### src/rtl/rv32_pkg.sv
// rv32_pkg: constants shared by the rv32 core and its memory-port arbiter.
// Holds the memory-port width defaults, the arbiter's one-hot state indices and the requester IDs.
package rv32_pkg;
   localparam int MEM_ADDR_WIDTH = 32;
   localparam int MEM_DATA_WIDTH = 32;
   localparam int MEM_READ_LATENCY = 2;
   localparam int IDLE = 0;
   localparam int ISSUE = 1;
   localparam int WAIT = 2;
   typedef logic [2:0] arb_state_t;
   localparam arb_state_t ST_IDLE = 3'b001;
   localparam arb_state_t ST_ISSUE = 3'b010;
   localparam arb_state_t ST_WAIT = 3'b100;
   localparam logic REQ_FETCH = 1'b0;
   localparam logic REQ_DATA = 1'b1;
endpackage

### src/rtl/mem_port_arbiter_if.sv
// mem_port_arbiter_if: fetch/data request handshakes and the shared memory port.
// The master modport is the core-plus-memory side; the slave modport is the arbiter.
interface mem_port_arbiter_if import rv32_pkg::*; #(
   parameter int ADDR_WIDTH = MEM_ADDR_WIDTH,
   parameter int DATA_WIDTH = MEM_DATA_WIDTH
);
   logic i_req;
   logic [ADDR_WIDTH-1:0] i_addr;
   logic i_gnt;
   logic i_rvalid;
   logic [DATA_WIDTH-1:0] i_rdata;
   logic d_req;
   logic d_we;
   logic [ADDR_WIDTH-1:0] d_addr;
   logic [DATA_WIDTH-1:0] d_wdata;
   logic d_gnt;
   logic d_rvalid;
   logic [DATA_WIDTH-1:0] d_rdata;
   logic [ADDR_WIDTH-1:0] mem_addr;
   logic [DATA_WIDTH-1:0] mem_wdata;
   logic mem_rd;
   logic mem_wr;
   logic [DATA_WIDTH-1:0] mem_rdata;
   modport master (
      output i_req, i_addr, d_req, d_we, d_addr, d_wdata, mem_rdata,
      input i_gnt, i_rvalid, i_rdata, d_gnt, d_rvalid, d_rdata, mem_addr, mem_wdata, mem_rd, mem_wr
   );
   modport slave (
      input i_req, i_addr, d_req, d_we, d_addr, d_wdata, mem_rdata,
      output i_gnt, i_rvalid, i_rdata, d_gnt, d_rvalid, d_rdata, mem_addr, mem_wdata, mem_rd, mem_wr
   );
endinterface

### src/rtl/arb_rr2.sv
// arb_rr2: combinational two-way round-robin picker; on a tie the requester not granted last wins.
module arb_rr2 import rv32_pkg::*; (
   input logic [1:0] reqs,
   input logic last,
   output logic [1:0] pick
);
   always_comb pick = (reqs == 2'b11) ? ((last == REQ_DATA) ? 2'b01 : 2'b10) : reqs;
endmodule

### src/rtl/mem_port_arbiter.sv
// mem_port_arbiter: shares one memory port between fetch (read-only) and data (read/write),
// one request at a time, round-robin, routing read completions back after READ_LATENCY cycles.
module mem_port_arbiter import rv32_pkg::*; #(
   parameter int ADDR_WIDTH = MEM_ADDR_WIDTH,
   parameter int DATA_WIDTH = MEM_DATA_WIDTH,
   parameter int READ_LATENCY = MEM_READ_LATENCY
) (
   input logic clk,
   input logic reset,
   mem_port_arbiter_if.slave bus
);
   localparam int CW = $clog2(READ_LATENCY + 1);
   arb_state_t state, state_nx;
   logic [CW-1:0] cnt;
   logic owner, we, last;
   logic [1:0] pick;
   logic win_we, rd_q, wr_q;
   logic [ADDR_WIDTH-1:0] addr_q;
   logic [DATA_WIDTH-1:0] wdata_q;

   arb_rr2 u_arb (.reqs({bus.d_req, bus.i_req}), .last(last), .pick(pick));
   assign win_we = pick[1] & bus.d_we;

   always_ff @(posedge clk) state <= reset ? ST_IDLE : state_nx;

   always_comb begin
      state_nx = state;
      if (state[IDLE]) state_nx = (|pick) ? ST_ISSUE : ST_IDLE;
      if (state[ISSUE]) state_nx = we ? ST_IDLE : ST_WAIT;
      if (state[WAIT]) state_nx = (cnt == CW'(1)) ? ST_IDLE : ST_WAIT;
   end

   // Strobes are registered so mem_rd/mem_wr come straight from flops during ISSUE.
   always_ff @(posedge clk) begin
      if (reset) begin
         owner <= REQ_FETCH;
         we <= 1'b0;
         rd_q <= 1'b0;
         wr_q <= 1'b0;
         last <= REQ_FETCH;
         cnt <= '0;
         addr_q <= '0;
         wdata_q <= '0;
      end else begin
         rd_q <= state[IDLE] & (|pick) & ~win_we;
         wr_q <= state[IDLE] & win_we;
         if (state[IDLE] && (|pick)) begin
            owner <= pick[1];
            we <= win_we;
            addr_q <= pick[1] ? bus.d_addr : bus.i_addr;
            if (win_we) wdata_q <= bus.d_wdata;
         end
         if (state[ISSUE]) begin
            last <= owner;
            cnt <= CW'(READ_LATENCY);
         end
         if (state[WAIT]) cnt <= cnt - CW'(1);
      end
   end

   always_comb begin
      bus.i_gnt = state[ISSUE] & (owner == REQ_FETCH);
      bus.d_gnt = state[ISSUE] & (owner == REQ_DATA);
      bus.i_rvalid = state[WAIT] & (cnt == CW'(1)) & (owner == REQ_FETCH);
      bus.d_rvalid = state[WAIT] & (cnt == CW'(1)) & (owner == REQ_DATA);
   end

   assign bus.mem_rd = rd_q;
   assign bus.mem_wr = wr_q;
   assign bus.mem_addr = addr_q;
   assign bus.mem_wdata = wdata_q;
   assign bus.i_rdata = bus.mem_rdata;
   assign bus.d_rdata = bus.mem_rdata;
endmodule

### src/flat_wrapper.sv
// flat-port wrapper written by rule: the top's interface ports become plain ports
module mem_port_arbiter_flat import rv32_pkg::*;
#(
   parameter int ADDR_WIDTH = MEM_ADDR_WIDTH,
   parameter int DATA_WIDTH = MEM_DATA_WIDTH,
   parameter int READ_LATENCY = MEM_READ_LATENCY
)
  (clk, reset, bus_i_req, bus_i_addr, bus_d_req, bus_d_we, bus_d_addr, bus_d_wdata, bus_mem_rdata, bus_i_gnt, bus_i_rvalid, bus_i_rdata, bus_d_gnt, bus_d_rvalid, bus_d_rdata, bus_mem_addr, bus_mem_wdata, bus_mem_rd, bus_mem_wr);
  mem_port_arbiter_if #(.ADDR_WIDTH(ADDR_WIDTH), .DATA_WIDTH(DATA_WIDTH)) bus_i ();
  input logic clk;
  input logic reset;
  input wire logic [$bits(bus_i.i_req)-1:0] bus_i_req;
  input wire logic [$bits(bus_i.i_addr)-1:0] bus_i_addr;
  input wire logic [$bits(bus_i.d_req)-1:0] bus_d_req;
  input wire logic [$bits(bus_i.d_we)-1:0] bus_d_we;
  input wire logic [$bits(bus_i.d_addr)-1:0] bus_d_addr;
  input wire logic [$bits(bus_i.d_wdata)-1:0] bus_d_wdata;
  input wire logic [$bits(bus_i.mem_rdata)-1:0] bus_mem_rdata;
  output wire logic [$bits(bus_i.i_gnt)-1:0] bus_i_gnt;
  output wire logic [$bits(bus_i.i_rvalid)-1:0] bus_i_rvalid;
  output wire logic [$bits(bus_i.i_rdata)-1:0] bus_i_rdata;
  output wire logic [$bits(bus_i.d_gnt)-1:0] bus_d_gnt;
  output wire logic [$bits(bus_i.d_rvalid)-1:0] bus_d_rvalid;
  output wire logic [$bits(bus_i.d_rdata)-1:0] bus_d_rdata;
  output wire logic [$bits(bus_i.mem_addr)-1:0] bus_mem_addr;
  output wire logic [$bits(bus_i.mem_wdata)-1:0] bus_mem_wdata;
  output wire logic [$bits(bus_i.mem_rd)-1:0] bus_mem_rd;
  output wire logic [$bits(bus_i.mem_wr)-1:0] bus_mem_wr;
  assign bus_i.i_req = bus_i_req;
  assign bus_i.i_addr = bus_i_addr;
  assign bus_i.d_req = bus_d_req;
  assign bus_i.d_we = bus_d_we;
  assign bus_i.d_addr = bus_d_addr;
  assign bus_i.d_wdata = bus_d_wdata;
  assign bus_i.mem_rdata = bus_mem_rdata;
  assign bus_i_gnt = bus_i.i_gnt;
  assign bus_i_rvalid = bus_i.i_rvalid;
  assign bus_i_rdata = bus_i.i_rdata;
  assign bus_d_gnt = bus_i.d_gnt;
  assign bus_d_rvalid = bus_i.d_rvalid;
  assign bus_d_rdata = bus_i.d_rdata;
  assign bus_mem_addr = bus_i.mem_addr;
  assign bus_mem_wdata = bus_i.mem_wdata;
  assign bus_mem_rd = bus_i.mem_rd;
  assign bus_mem_wr = bus_i.mem_wr;
  mem_port_arbiter #(.ADDR_WIDTH(ADDR_WIDTH), .DATA_WIDTH(DATA_WIDTH), .READ_LATENCY(READ_LATENCY)) u_core (.clk(clk), .reset(reset), .bus(bus_i));
endmodule
### config.mk
export PLATFORM = sky130hd
export DESIGN_NAME = mem_port_arbiter_flat
export DESIGN_NICKNAME = d
export VERILOG_FILES = /design/src/rtl/rv32_pkg.sv /design/src/rtl/mem_port_arbiter_if.sv /design/src/rtl/arb_rr2.sv /design/src/rtl/mem_port_arbiter.sv /design/src/flat_wrapper.sv
export SDC_FILE = /design/constraint.sdc
export NUM_CORES = 1
export LEC_CHECK = 0
export ABC_CLOCK_PERIOD_IN_PS = 1940
export CORE_ASPECT_RATIO = 0.9
export CORE_UTILIZATION = 34
export DETAILED_ROUTE_END_ITERATION = 10
export HOLD_SLACK_MARGIN = 0.08
export MAX_ROUTING_LAYER = met4
export PLACE_DENSITY = 0.77
export SLEW_MARGIN = 20
export SYNTH_ARGS = -nofsm -noshare
export SYNTH_HDL_FRONTEND = slang
export SYNTH_HIERARCHICAL = 1
export SYNTH_SLANG_ARGS = --single-unit
### constraint.sdc
create_clock -name clk -period 1.94 [get_ports clk]
set_input_delay 0.388 -clock clk [delete_from_list [all_inputs] [get_ports clk]]
set_output_delay 0.388 -clock clk [all_outputs]
set_load 0.03 [all_outputs]
==> results.toml, run 1 <==
[yosys]
yosys_warnings = 6
synth_area_leaders = "dfxtp_1, buf_4, a211oi_2"
syn_nets = 529
muxShareOfSynthArea_pct = 8.92
synth_top_family_by_area = "buffers and inverters"
synth_top_area_share_pct = 41.3
synth_seq_cells = 74
synth_fa_ha_area_share_pct = 0.348
ys_types = 29
yosys.area_share.simple_pct = 13.0
synth_compound_area_share_pct = 17.3
netlist.top_cell.by_area = "dfxtp_1"
syn-cell-area_sq_um = 3590
synth-main-ff-cell = "dfxtp_1"
synth_cells = 395
async_flop_share_pct = 0
synth_edf_count = 0
synth_area_per_cell_sq_um = 9.09
yosys.area_share.xor_xnor_pct = 0
seq_area_frac_synth_pct = 41.3

[run_status]
status = "finished, final reports clean"

[cells_and_area]
final_cells = 633
fin_util_pct = 51.7
final_common_cell = "clkdlybuf4s50_1"
area_growth_pct = 47.6
drive_gt1_share_pct = 12.5
diodes = 0
fin_nets = 633
final_cell_mix = "clkdlybuf4s50_1, dfxtp_1, nand2_1"

[floorplan]
start_util_pct = 35.0
die_h_microns = 99.5
io_pins = 267
die_w_microns = 110
die_area_sq_um = 11000
rows = 35
coreArea_sq_um = 10200

[detailed_routing]
drtAntennaViolNets = 0
drc = 0
wl_per_cell_microns = 13.6
via_count = 2929
wirelength_microns = 8590
first_pass_iters = 4
vias_per_cell = 4.63
drt_iter0_drc = 53

[sta]
rsz0062_at_grt = "false"
period_share_pct = 94.4
min_period_ps = 1830
worst_pin_slew_ps = 547
worst_hold_slack_ps = 407
finalSetupTns_ps = 0
max_freq_ghz = 0.546
drv_slew = 0
setup_viol = 0
max-slew-margin-rel_pct = 63.5
skew_ps = 11.5
finalHoldViolCount = 0

[worst_setup_path]
crit_type = "flop to output port"
rr_endpoint = "u_core/bus.mem_addr[14]$_SDFFE_PP0P_"
worst_setup_path_start_kind = "flop"
r2r_setup_slack_ps = 470
r2r-start = "u_core/last$_SDFFE_PP0P_"
arrival_ps = 1440
reg2regPathDepth = 6
cp-end-kind = "output port"
crit_fanout = 3
worstPathRequired_ps = 1550

[hold_path]
holdPathStages = 3
hp-class = "input pin to flop"
hold_end = "u_core/state[2]$_SDFF_PP0_"
holdCritStartpoint = "reset"

[grt]
grt_pass1_wl_microns = 13300
antenna_found_initial = 0
met1_usage_pct = 17.8
use_met3_pct = 5.18
grt_usage_pct = 16.0
use_met2_pct = 27.1
grt_pass1_vias = 2844
overflow = 0
grt_max_degree = 40
busiest_layer = "met2"

[cts]
cts_max_level = 3
root_buffer = "clkbuf_16"
cts_sinks = 74
cts_tree = "yes"
post_cts_buffers = 0
clock_path_buffers = 2
clkSlewWorstSetupHoldPaths_ps = 60
cts_made_buffers = 9
ctsHoldBuffers = 0
clkLatencyLatePin_ps = 330

[placed_design]
dp_hpwl_microns = 6370
gp_congestion = 0.709
port_buffers = 170
dp.cells = 617

[pwr]
power_density_nw_per_um2 = 957
p_leak_nw = 2.01
ir_drop_mv = 0.488

[job]
max_cap_violations = 0
per-stage QoR:
stage / total power [W] / setup slack [ps] / cell area (sq um)
3_5_place_dp: 0.00319 / -22.9 / 4960
5_1_grt: 0.00530 / 18.6 / 5300
6_report: 0.00507 / 108 / 5300
2_1_floorplan: 0.00285 / 448 / 3590
3_3_place_gp: 0.00316 / 21.4 / 4960
4_1_cts: 0.00515 / 73.7 / 5300
power breakdown:
part	total (W)	switching, W	internal, W
logic	0.00136	0.000711	0.000650
clock network	0.00193	0.000658	0.00127
registers	0.00178	0.0000989	0.00168
total	0.00507	0.00147	0.00360
repair_timing:
item,CTS,global route
endpoints found under the setup margin,4,1
hold endpoints to repair,0,0
resized for setup,4,1
cells by family (layout without fill, tap and decap cells):
kind of cell,after synthesis,after routing
DFF,74,74
buffers and inverters,95,204
adders and majority gates,1,1
and+or+nand+nor,118,118
AOI/OAI and AO/OA,75,75
muxes,32,32
cell usage after synthesis, types with 2 or more instances:
library cell and instances:
nor2_1 41, buf_6 7, a211oi_1 5, dfxtp_1 74, a21oi_1 35, inv_1 4, nor3_1 2, nand2_1 67
a211oi_2 28, clkbuf_1 3, buf_1 2, buf_2 7, and3_1 2, buf_4 72, mux2i_1 32
how the worst max path moves through the flow:
stage                               startpoint  slack (ps)                                    to
floorplan                            bus_d_req         450  u_core/bus.mem_addr[24]$_SDFFE_PP0P_
global placement                     bus_d_req          20  u_core/bus.mem_addr[31]$_SDFFE_PP0P_
detailed placement                   bus_i_req         -20  u_core/bus.mem_addr[14]$_SDFFE_PP0P_
CTS                 u_core/cnt[0]$_SDFFE_PP0P_          70                          bus_i_rvalid
global route        u_core/cnt[0]$_SDFFE_PP0P_          20                          bus_i_rvalid
finish              u_core/cnt[1]$_SDFFE_PP0P_         110                          bus_d_rvalid
worst max-delay path, cell delays in order (launching register included):
cell and delay, ps:
dfxtp_1 340, inv_1 50, ha_1 200, and3_1 190, dlygate4sd2_1 350
state kept, by name (all words and copies together), names as in the netlist:
signal                flops
u_core/bus.mem_rd         1
u_core/bus.mem_wr         1
u_core/bus.mem_addr      32
u_core/we                 1
u_core/cnt                2
u_core/bus.mem_wdata     32
u_core/last               1
u_core/state              3
u_core/owner              1
area by class of cell:
class	count	area [sq um]
sequential	74	1480
timing repair buffer	184	1860
tap	129	161
fill	982	4950
inverter	4	15.0
multi-input combinational	226	1430
clock inverter	7	124
clock buffer	9	225
per-layer routing:
| metal | vias up | share of wire, % |
|---|---|---|
| met1 | 1339 | 42 |
| met3 | 26 | 6.1 |
| met5 | - | 0 |
| met2 | 98 | 51 |
| li1 | 1466 | - |
| met4 | 0 | 1.2 |
(Power assumes the default switching activity.)
==> inputs of run 2 (changes only) <==
--- a/config.mk
+++ b/config.mk
@@ -9,7 +9,7 @@
 export CORE_ASPECT_RATIO = 0.9
 export CORE_UTILIZATION = 34
 export DETAILED_ROUTE_END_ITERATION = 10
-export HOLD_SLACK_MARGIN = 0.08
+export HOLD_SLACK_MARGIN = 0.03
 export MAX_ROUTING_LAYER = met4
 export PLACE_DENSITY = 0.77
 export SLEW_MARGIN = 20
==> results of run 2 <==
Final layout, timing and power as in run 1 (identical DEF).
